`src/rtl/nm_host_sequencer_if.sv`:
```
// Bundle of the command, component, result and neuron-network bus signals
// around nm_host_sequencer; master is the sequencer side, slave the system/network side.
interface nm_host_sequencer_if #(
    parameter int LEN_W = 9
) ();
    logic             cmd_valid;
    logic             cmd_ready;
    logic [1:0]       cmd_op;
    logic [LEN_W-1:0] cmd_len;
    logic [14:0]      cmd_cat;

    logic             comp_valid;
    logic             comp_ready;
    logic [7:0]       comp_data;

    logic             res_valid;
    logic             res_err;
    logic [15:0]      res_dist;
    logic [15:0]      res_cat;
    logic [15:0]      res_nid;

    logic             nm_cs_l;
    logic             nm_ds;
    logic             nm_rw_l;
    logic [3:0]       nm_reg;
    logic [15:0]      nm_wdata;
    logic             nm_data_oe;
    logic [15:0]      nm_rdata;
    logic             nm_rdy;

    // Handshakes: a command transfers on a cycle with cmd_valid & cmd_ready, a
    // component on a cycle with comp_valid & comp_ready; res_valid is a one-cycle
    // pulse that needs no acknowledge, and res_err is meaningful only with it.
    modport master (
        input  cmd_valid, cmd_op, cmd_len, cmd_cat,
        output cmd_ready,
        input  comp_valid, comp_data,
        output comp_ready,
        output res_valid, res_err, res_dist, res_cat, res_nid,
        output nm_cs_l, nm_ds, nm_rw_l, nm_reg, nm_wdata, nm_data_oe,
        input  nm_rdata, nm_rdy
    );

    modport slave (
        output cmd_valid, cmd_op, cmd_len, cmd_cat,
        input  cmd_ready,
        output comp_valid, comp_data,
        input  comp_ready,
        input  res_valid, res_err, res_dist, res_cat, res_nid,
        input  nm_cs_l, nm_ds, nm_rw_l, nm_reg, nm_wdata, nm_data_oe,
        output nm_rdata, nm_rdy
    );
endinterface

```
`src/rtl/nm_host_sequencer.sv`:
```
// Single bus master for the neuron network: turns one LEARN/RECOGNIZE/FORGET
// command plus its component stream into the register access sequence.
module nm_host_sequencer #(
    parameter int MAX_LEN = 256,
    parameter int TIMEOUT = 4096,
    parameter int LEN_W   = $clog2(MAX_LEN) + 1
) (
    input  logic                G_CLK,
    input  logic                G_RESET_l,
    nm_host_sequencer_if.master bus,
    output logic [2:0]          dbg_state_o
);
    localparam int TW = $clog2(TIMEOUT) + 1;

    localparam logic [2:0] S_IDLE  = 3'd0;
    localparam logic [2:0] S_SETUP = 3'd1;
    localparam logic [2:0] S_ISSUE = 3'd2;
    localparam logic [2:0] S_WAIT  = 3'd3;
    localparam logic [2:0] S_DONE  = 3'd4;

    localparam logic [1:0] OP_LEARN  = 2'd0;
    localparam logic [1:0] OP_RECOG  = 2'd1;
    localparam logic [1:0] OP_FORGET = 2'd2;
    localparam logic [1:0] OP_RSVD   = 2'd3;

    localparam logic [3:0] REG_COMP   = 4'h1;
    localparam logic [3:0] REG_LCOMP  = 4'h2;
    localparam logic [3:0] REG_DIST   = 4'h3;
    localparam logic [3:0] REG_CAT    = 4'h4;
    localparam logic [3:0] REG_NID    = 4'hA;
    localparam logic [3:0] REG_FORGET = 4'hF;

    localparam logic [LEN_W-1:0] LEN_ONE  = LEN_W'(1);
    localparam logic [LEN_W-1:0] LEN_MAX  = LEN_W'(MAX_LEN);
    localparam logic [TW-1:0]    TMO_LAST = TW'(TIMEOUT - 1);

    logic [2:0]       state_q, state_d;
    logic [1:0]       op_q, op_d;
    logic [LEN_W-1:0] len_q, len_d;
    logic [14:0]      cat_q, cat_d;
    logic [LEN_W-1:0] comp_cnt_q, comp_cnt_d;
    logic [1:0]       tail_q, tail_d;
    logic [TW-1:0]    wait_cnt_q, wait_cnt_d;
    logic             res_err_q, res_err_d;
    logic [15:0]      res_dist_q, res_dist_d;
    logic [15:0]      res_cat_q, res_cat_d;
    logic [15:0]      res_nid_q, res_nid_d;

    logic             comp_phase;
    logic [3:0]       cur_reg;
    logic             cur_write;
    logic [15:0]      cur_wdata;
    logic             last_access;
    logic             strobe;
    logic             cmd_bad;

    // The current access is derived from the progress counters: components
    // first, then the command-specific tail (CAT write, or DIST/CAT/NID reads).
    always_comb begin
        comp_phase  = 1'b0;
        cur_reg     = REG_FORGET;
        cur_write   = 1'b1;
        cur_wdata   = 16'h0000;
        last_access = 1'b1;
        if (op_q == OP_FORGET) begin
            cur_reg = REG_FORGET;
        end else if (comp_cnt_q < len_q) begin
            comp_phase  = 1'b1;
            cur_reg     = (comp_cnt_q == len_q - LEN_ONE) ? REG_LCOMP : REG_COMP;
            cur_wdata   = {8'h00, bus.comp_data};
            last_access = 1'b0;
        end else if (op_q == OP_LEARN) begin
            cur_reg   = REG_CAT;
            cur_wdata = {1'b0, cat_q};
        end else begin
            cur_write = 1'b0;
            case (tail_q)
                2'd0: begin cur_reg = REG_DIST; last_access = 1'b0; end
                2'd1: begin cur_reg = REG_CAT;  last_access = 1'b0; end
                default: begin cur_reg = REG_NID; last_access = 1'b1; end
            endcase
        end
    end

    assign strobe  = (state_q == S_ISSUE) && (!comp_phase || bus.comp_valid);
    assign cmd_bad = (bus.cmd_len == '0) || (bus.cmd_len > LEN_MAX) || (bus.cmd_op == OP_RSVD);

    always_comb begin
        state_d    = state_q;
        op_d       = op_q;
        len_d      = len_q;
        cat_d      = cat_q;
        comp_cnt_d = comp_cnt_q;
        tail_d     = tail_q;
        wait_cnt_d = wait_cnt_q;
        res_err_d  = res_err_q;
        res_dist_d = res_dist_q;
        res_cat_d  = res_cat_q;
        res_nid_d  = res_nid_q;
        case (state_q)
            S_IDLE: begin
                if (bus.cmd_valid) begin
                    op_d       = bus.cmd_op;
                    len_d      = bus.cmd_len;
                    cat_d      = bus.cmd_cat;
                    comp_cnt_d = '0;
                    tail_d     = 2'd0;
                    res_err_d  = cmd_bad;
                    state_d    = cmd_bad ? S_DONE : S_SETUP;
                end
            end
            S_SETUP: state_d = S_ISSUE;
            S_ISSUE: begin
                if (strobe) begin
                    wait_cnt_d = '0;
                    state_d    = S_WAIT;
                end
            end
            S_WAIT: begin
                if (bus.nm_rdy) begin
                    if (!cur_write) begin
                        case (cur_reg)
                            REG_DIST: res_dist_d = bus.nm_rdata;
                            REG_CAT:  res_cat_d  = bus.nm_rdata;
                            REG_NID:  res_nid_d  = bus.nm_rdata;
                            default:  ;
                        endcase
                    end
                    if (comp_phase) comp_cnt_d = comp_cnt_q + LEN_ONE;
                    else            tail_d     = tail_q + 2'd1;
                    res_err_d = 1'b0;
                    state_d   = last_access ? S_DONE : S_ISSUE;
                end else if (wait_cnt_q == TMO_LAST) begin
                    res_err_d = 1'b1;
                    state_d   = S_DONE;
                end else begin
                    wait_cnt_d = wait_cnt_q + TW'(1);
                end
            end
            S_DONE:  state_d = S_IDLE;
            default: state_d = S_IDLE;
        endcase
    end

    always_ff @(posedge G_CLK or negedge G_RESET_l) begin
        if (!G_RESET_l) begin
            state_q    <= S_IDLE;
            op_q       <= OP_LEARN;
            len_q      <= '0;
            cat_q      <= '0;
            comp_cnt_q <= '0;
            tail_q     <= 2'd0;
            wait_cnt_q <= '0;
            res_err_q  <= 1'b0;
            res_dist_q <= 16'h0000;
            res_cat_q  <= 16'h0000;
            res_nid_q  <= 16'h0000;
        end else begin
            state_q    <= state_d;
            op_q       <= op_d;
            len_q      <= len_d;
            cat_q      <= cat_d;
            comp_cnt_q <= comp_cnt_d;
            tail_q     <= tail_d;
            wait_cnt_q <= wait_cnt_d;
            res_err_q  <= res_err_d;
            res_dist_q <= res_dist_d;
            res_cat_q  <= res_cat_d;
            res_nid_q  <= res_nid_d;
        end
    end

    // Bus outputs decode straight from state so an asynchronous reset clears them at once.
    assign bus.cmd_ready  = (state_q == S_IDLE) && G_RESET_l;
    assign bus.comp_ready = strobe && comp_phase;
    assign bus.res_valid  = (state_q == S_DONE);
    assign bus.res_err    = res_err_q;
    assign bus.res_dist   = res_dist_q;
    assign bus.res_cat    = res_cat_q;
    assign bus.res_nid    = res_nid_q;

    assign bus.nm_cs_l    = !((state_q == S_SETUP) || (state_q == S_ISSUE) || (state_q == S_WAIT));
    assign bus.nm_ds      = strobe;
    assign bus.nm_rw_l    = (state_q == S_ISSUE) ? !cur_write : 1'b1;
    assign bus.nm_reg     = (state_q == S_ISSUE) ? cur_reg : 4'h0;
    assign bus.nm_wdata   = (state_q == S_ISSUE && cur_write) ? cur_wdata : 16'h0000;
    assign bus.nm_data_oe = (state_q == S_ISSUE) && cur_write;

    assign dbg_state_o = state_q;
endmodule

```
`src/flat_wrapper.sv`:
```
// flat-port wrapper written by rule: the top's interface ports become plain ports
module nm_host_sequencer_flat 
#(
    parameter int MAX_LEN = 256,
    parameter int TIMEOUT = 4096,
    parameter int LEN_W   = $clog2(MAX_LEN) + 1
)
  (G_CLK, G_RESET_l, dbg_state_o, bus_cmd_valid, bus_cmd_op, bus_cmd_len, bus_cmd_cat, bus_cmd_ready, bus_comp_valid, bus_comp_data, bus_comp_ready, bus_res_valid, bus_res_err, bus_res_dist, bus_res_cat, bus_res_nid, bus_nm_cs_l, bus_nm_ds, bus_nm_rw_l, bus_nm_reg, bus_nm_wdata, bus_nm_data_oe, bus_nm_rdata, bus_nm_rdy);
  nm_host_sequencer_if #(.LEN_W(LEN_W)) bus_i ();
  input  logic G_CLK;
  input  logic G_RESET_l;
  output logic [2:0] dbg_state_o;
  input wire logic [$bits(bus_i.cmd_valid)-1:0] bus_cmd_valid;
  input wire logic [$bits(bus_i.cmd_op)-1:0] bus_cmd_op;
  input wire logic [$bits(bus_i.cmd_len)-1:0] bus_cmd_len;
  input wire logic [$bits(bus_i.cmd_cat)-1:0] bus_cmd_cat;
  output wire logic [$bits(bus_i.cmd_ready)-1:0] bus_cmd_ready;
  input wire logic [$bits(bus_i.comp_valid)-1:0] bus_comp_valid;
  input wire logic [$bits(bus_i.comp_data)-1:0] bus_comp_data;
  output wire logic [$bits(bus_i.comp_ready)-1:0] bus_comp_ready;
  output wire logic [$bits(bus_i.res_valid)-1:0] bus_res_valid;
  output wire logic [$bits(bus_i.res_err)-1:0] bus_res_err;
  output wire logic [$bits(bus_i.res_dist)-1:0] bus_res_dist;
  output wire logic [$bits(bus_i.res_cat)-1:0] bus_res_cat;
  output wire logic [$bits(bus_i.res_nid)-1:0] bus_res_nid;
  output wire logic [$bits(bus_i.nm_cs_l)-1:0] bus_nm_cs_l;
  output wire logic [$bits(bus_i.nm_ds)-1:0] bus_nm_ds;
  output wire logic [$bits(bus_i.nm_rw_l)-1:0] bus_nm_rw_l;
  output wire logic [$bits(bus_i.nm_reg)-1:0] bus_nm_reg;
  output wire logic [$bits(bus_i.nm_wdata)-1:0] bus_nm_wdata;
  output wire logic [$bits(bus_i.nm_data_oe)-1:0] bus_nm_data_oe;
  input wire logic [$bits(bus_i.nm_rdata)-1:0] bus_nm_rdata;
  input wire logic [$bits(bus_i.nm_rdy)-1:0] bus_nm_rdy;
  assign bus_i.cmd_valid = bus_cmd_valid;
  assign bus_i.cmd_op = bus_cmd_op;
  assign bus_i.cmd_len = bus_cmd_len;
  assign bus_i.cmd_cat = bus_cmd_cat;
  assign bus_cmd_ready = bus_i.cmd_ready;
  assign bus_i.comp_valid = bus_comp_valid;
  assign bus_i.comp_data = bus_comp_data;
  assign bus_comp_ready = bus_i.comp_ready;
  assign bus_res_valid = bus_i.res_valid;
  assign bus_res_err = bus_i.res_err;
  assign bus_res_dist = bus_i.res_dist;
  assign bus_res_cat = bus_i.res_cat;
  assign bus_res_nid = bus_i.res_nid;
  assign bus_nm_cs_l = bus_i.nm_cs_l;
  assign bus_nm_ds = bus_i.nm_ds;
  assign bus_nm_rw_l = bus_i.nm_rw_l;
  assign bus_nm_reg = bus_i.nm_reg;
  assign bus_nm_wdata = bus_i.nm_wdata;
  assign bus_nm_data_oe = bus_i.nm_data_oe;
  assign bus_i.nm_rdata = bus_nm_rdata;
  assign bus_i.nm_rdy = bus_nm_rdy;
  nm_host_sequencer #(.MAX_LEN(MAX_LEN), .TIMEOUT(TIMEOUT), .LEN_W(LEN_W)) u_core (.G_CLK(G_CLK), .G_RESET_l(G_RESET_l), .bus(bus_i), .dbg_state_o(dbg_state_o));
endmodule
```
`config.mk`:
```
export PLATFORM = sky130hd
export DESIGN_NAME = nm_host_sequencer_flat
export DESIGN_NICKNAME = d
export VERILOG_FILES = /design/src/rtl/nm_host_sequencer_if.sv /design/src/rtl/nm_host_sequencer.sv /design/src/flat_wrapper.sv
export SDC_FILE = /design/constraint.sdc
export NUM_CORES = 1
export LEC_CHECK = 0
export BUFFER_PORTS_ARGS = -buffer_cell sky130_fd_sc_hd__buf_2
export CAP_MARGIN = 20
export CORE_ASPECT_RATIO = 1.2
export CORE_UTILIZATION = 48
export DETAILED_ROUTE_END_ITERATION = 10
export PLACE_DENSITY_LB_ADDON = 0.12
export SYNTH_ARGS = -nofsm -noshare
export SYNTH_HDL_FRONTEND = slang
export SYNTH_SLANG_ARGS = --single-unit
export TNS_END_PERCENT = 30
```
`constraint.sdc`:
```
create_clock -name G_CLK -period 2.8 [get_ports G_CLK]
set_input_delay 0.56 -clock G_CLK [delete_from_list [all_inputs] [get_ports G_CLK]]
set_output_delay 0.56 -clock G_CLK [all_outputs]
set_load 0.02 [all_outputs]
```
==> impl_results.md <==
- Pwr Total: 0.00557 W
- Worst setup margin: -0.288 ns
- RSZ-0062 raised after global routing: true
- Post-Syn Area: 5260 sq um
- Worst Path Max Fanout: 3
- Final HPWL DP: 9.62 mm
- DR vias/cell: 5.56
- Wire per inst: 16.4 um
- Most frequent cells in the layout: 115 x buf_2, 102 x dfrtp_1, 80 x nand2_1
- Ant diodes: 0
- Hold WC Path Type: in -> async
- Hold Vio Cnt, Final: 0
- Via count of the routed design: 4444
- Pwr/cell area: 811 nW/um^2
- Post-layout util: 65.0%
- Vias in the first global route: 4347
- Number of buffers created by CTS: 9
- Final Cycle Share: 110%
- Iter 0 DRT Violations: 218
- Outcome: finished, violations left
- Worst EP required: 2.24 ns
- Sequential share of the synthesized area: 48.6%
- TritonCTS clock tree: built
- Critical path startpoint category: flop
- Number of H-tree levels: 3
- Min Hold Slack: 0.379 ns
- Starting density of the core: 49.7%
- CTS sink count: 102
- I/O pin cnt: 134
- Max Clock Skew: 0.0124 ns
- Maximum VDD drop: 395 uV
- Clock Latency Late Sink: 0.35 ns
- Post-Route WL: 13.1 mm
- DRT Pass-1 Iters: 5
- DP Worst Slack: -0.135 ns
- Max-slew headroom: 45.9%
- Leak: 3.55 nW
- Post-synth EDFFs: 0
- Largest net degree at the start of global routing: 55
- Clk root buf: clkbuf_16
- GP Congestion: 0.856
- Syn. warnings: 0
- Syn-to-layout area delta: 30.8%
- Worst-path clk slew: 0.07 ns
- Syn Nets: 570
- Clock Path Buffers: 2
- First-pass GRT wire length: 21.5 mm
- Dominant synthesized flop cell: dfrtp_1
- GRT Util Overall: 23.8%
- CP Data Arrival Time: 2.53 ns
- Final Slew Violations: 0
- Final setup fails: 23
- GRT overflow: 0
- Post-layout min period: 3.09 ns
- FP Rows: 41
- Die area: 11400 sq um
- Final antenna-violating net count: 0
- Ys async rst share: 100%
- Setup CP Type: reg -> out
- Die Ht: 117 um
- DRC viols: 0
- Post-layout nets: 735
- Layout cells sized above 1: 39.9%
- FMAX: 324 MHz
- Yosys cell types: 62
- PortBufs: 132
- Antenna violations before repair: 0
- Post-synthesis cell count: 500
- Commonest non-fill, non-tap cell in the layout: buf_2
- Die X: 97.5 um
- Core footprint: 10600 sq um
- #FFs+latches synth: 102
- Failing checks: setup timing
- # Max-Cap Violations: 0
- Crit. End Element: output pin
- Syn avg cell area: 10.5 sq um
- Slew @ Worst Pin: 0.809 ns
## critical path, stage by stage, from the launching register on
cell,delay (ns)
dfrtp_1,0.39
buf_6,0.12
or4_4,0.49
a31oi_4,0.16
o31ai_4,0.10
a2111oi_4,0.40
a21oi_2,0.09
o31a_1,0.30
buf_6,0.14
## sequential cells by signal (all words and copies together) (netlist names), 3 cells and up
name                 count
u_core.len_q             9
u_core.bus.res_cat      16
u_core.cat_q            15
u_core.bus.res_nid      16
u_core.bus.res_dist     16
u_core.wait_cnt_q       13
u_core.dbg_state_o       3
u_core.comp_cnt_q        9
## metrics by stage
| stage | area [sq um] | instances | setup TNS [ns] |
|---|---|---|---|
| after global routing | 6870 | 799 | -6.07 |
| after floorplan | 5290 | 500 | -0.0281 |
| after detailed placement | 6290 | 775 | -1.37 |
| final | 6870 | 799 | -2.92 |
| after CTS | 6800 | 798 | -3.17 |
| after global placement | 6290 | 775 | -0.468 |
## power by group
group / internal [W] / switching [W]
Clock: 0.000706 / 0.000569
Sequential: 0.00173 / 0.000194
Combinational: 0.000981 / 0.00139
Total: 0.00342 / 0.00216
## area by class of cell
type	instances	area [sq um]
fillers	882	3700
multi-input cells	355	2630
flip-flops and latches	102	2550
repair buffers	179	1160
clock buffers	9	225
well taps	129	161
clock inverters	7	77.6
inverters	18	67.6
## timing repair
action | in CTS | in global routing
pin swaps | 14 | 7
setup buffers | 6 | 1
gates resized for setup | 37 | 12
hold endpoints to repair | 0 | 0
hold buffers | 0 | 0
setup endpoints to repair | 23 | 24
gates cloned | 1 | 0
## logic make-up after synthesis
group,count (synthesis),share of synthesized area (%)
adder cells (fa/ha/maj),15,3.57
multiplexers,50,11.4
AND/OR/NAND/NOR,189,18.2
XOR/XNOR,18,3.00
other,1,0.0714
AO/OA/AOI/OAI,82,11.0
buffers and inverters,43,4.21
flip-flops,102,48.6
## Yosys cell counts, types with 2 or more instances
library cell	n	area, sq um
buf_6	3	33.8
and3_2	2	15.0
o21ai_0	22	110
mux2_2	23	259
and2_1	5	31.3
nand2_1	81	304
and3_1	10	62.6
xor2_1	9	78.8
nor3_1	10	50.1
a211oi_1	3	22.5
mux2i_1	2	20.0
buf_2	4	20.0
a21oi_1	15	75.1
o21a_1	2	15.0
a22oi_1	8	60.1
mux2_4	10	150
o31ai_1	11	82.6
or4_1	5	37.5
buf_4	6	45.0
inv_1	17	63.8
xnor2_1	9	78.8
dfrtp_1	102	2550
nand3_1	15	75.1
or2_2	2	12.5
nand2b_1	5	31.3
clkbuf_1	11	41.3
mux2_1	15	169
o21ai_1	2	10.0
nor3_4	2	32.5
nor4_1	4	25.0
o31a_1	2	17.5
nor2_1	21	78.8
a31oi_1	2	12.5
nand4_1	17	106
ha_1	15	188
a21oi_2	2	17.5
## routing by layer
layer	up-vias	wire length [um]	part of all wire [%]	track usage (%)
li1	2110	-	-	-
met1	2166	5460	42	29.7
met2	137	6690	51	40.6
met3	31	561	4.3	4.01
met4	0	411	3.1	11.8
met5	-	0	0	0
## path summary, 6_finish.rpt
kind	startpoint	endpoint	slack, ns	cells after the start
max	u_core.len_q[1]	bus_nm_reg[0]	-0.29	8
min	G_RESET_l	u_core.wait_cnt_q[6]	0.38	2
max reg2reg	u_core.len_q[2]	u_core.comp_cnt_q[5]	0.11	12
min reg2reg	u_core.cat_q[11]	u_core.cat_q[11]	0.48	2
max in group asynchronous	G_RESET_l	u_core.bus.res_nid[3]	1.94	2
min in group G_CLK	bus_cmd_cat[3]	u_core.cat_q[3]	0.41	3
Note: power is estimated with default switching activity, not from simulation.
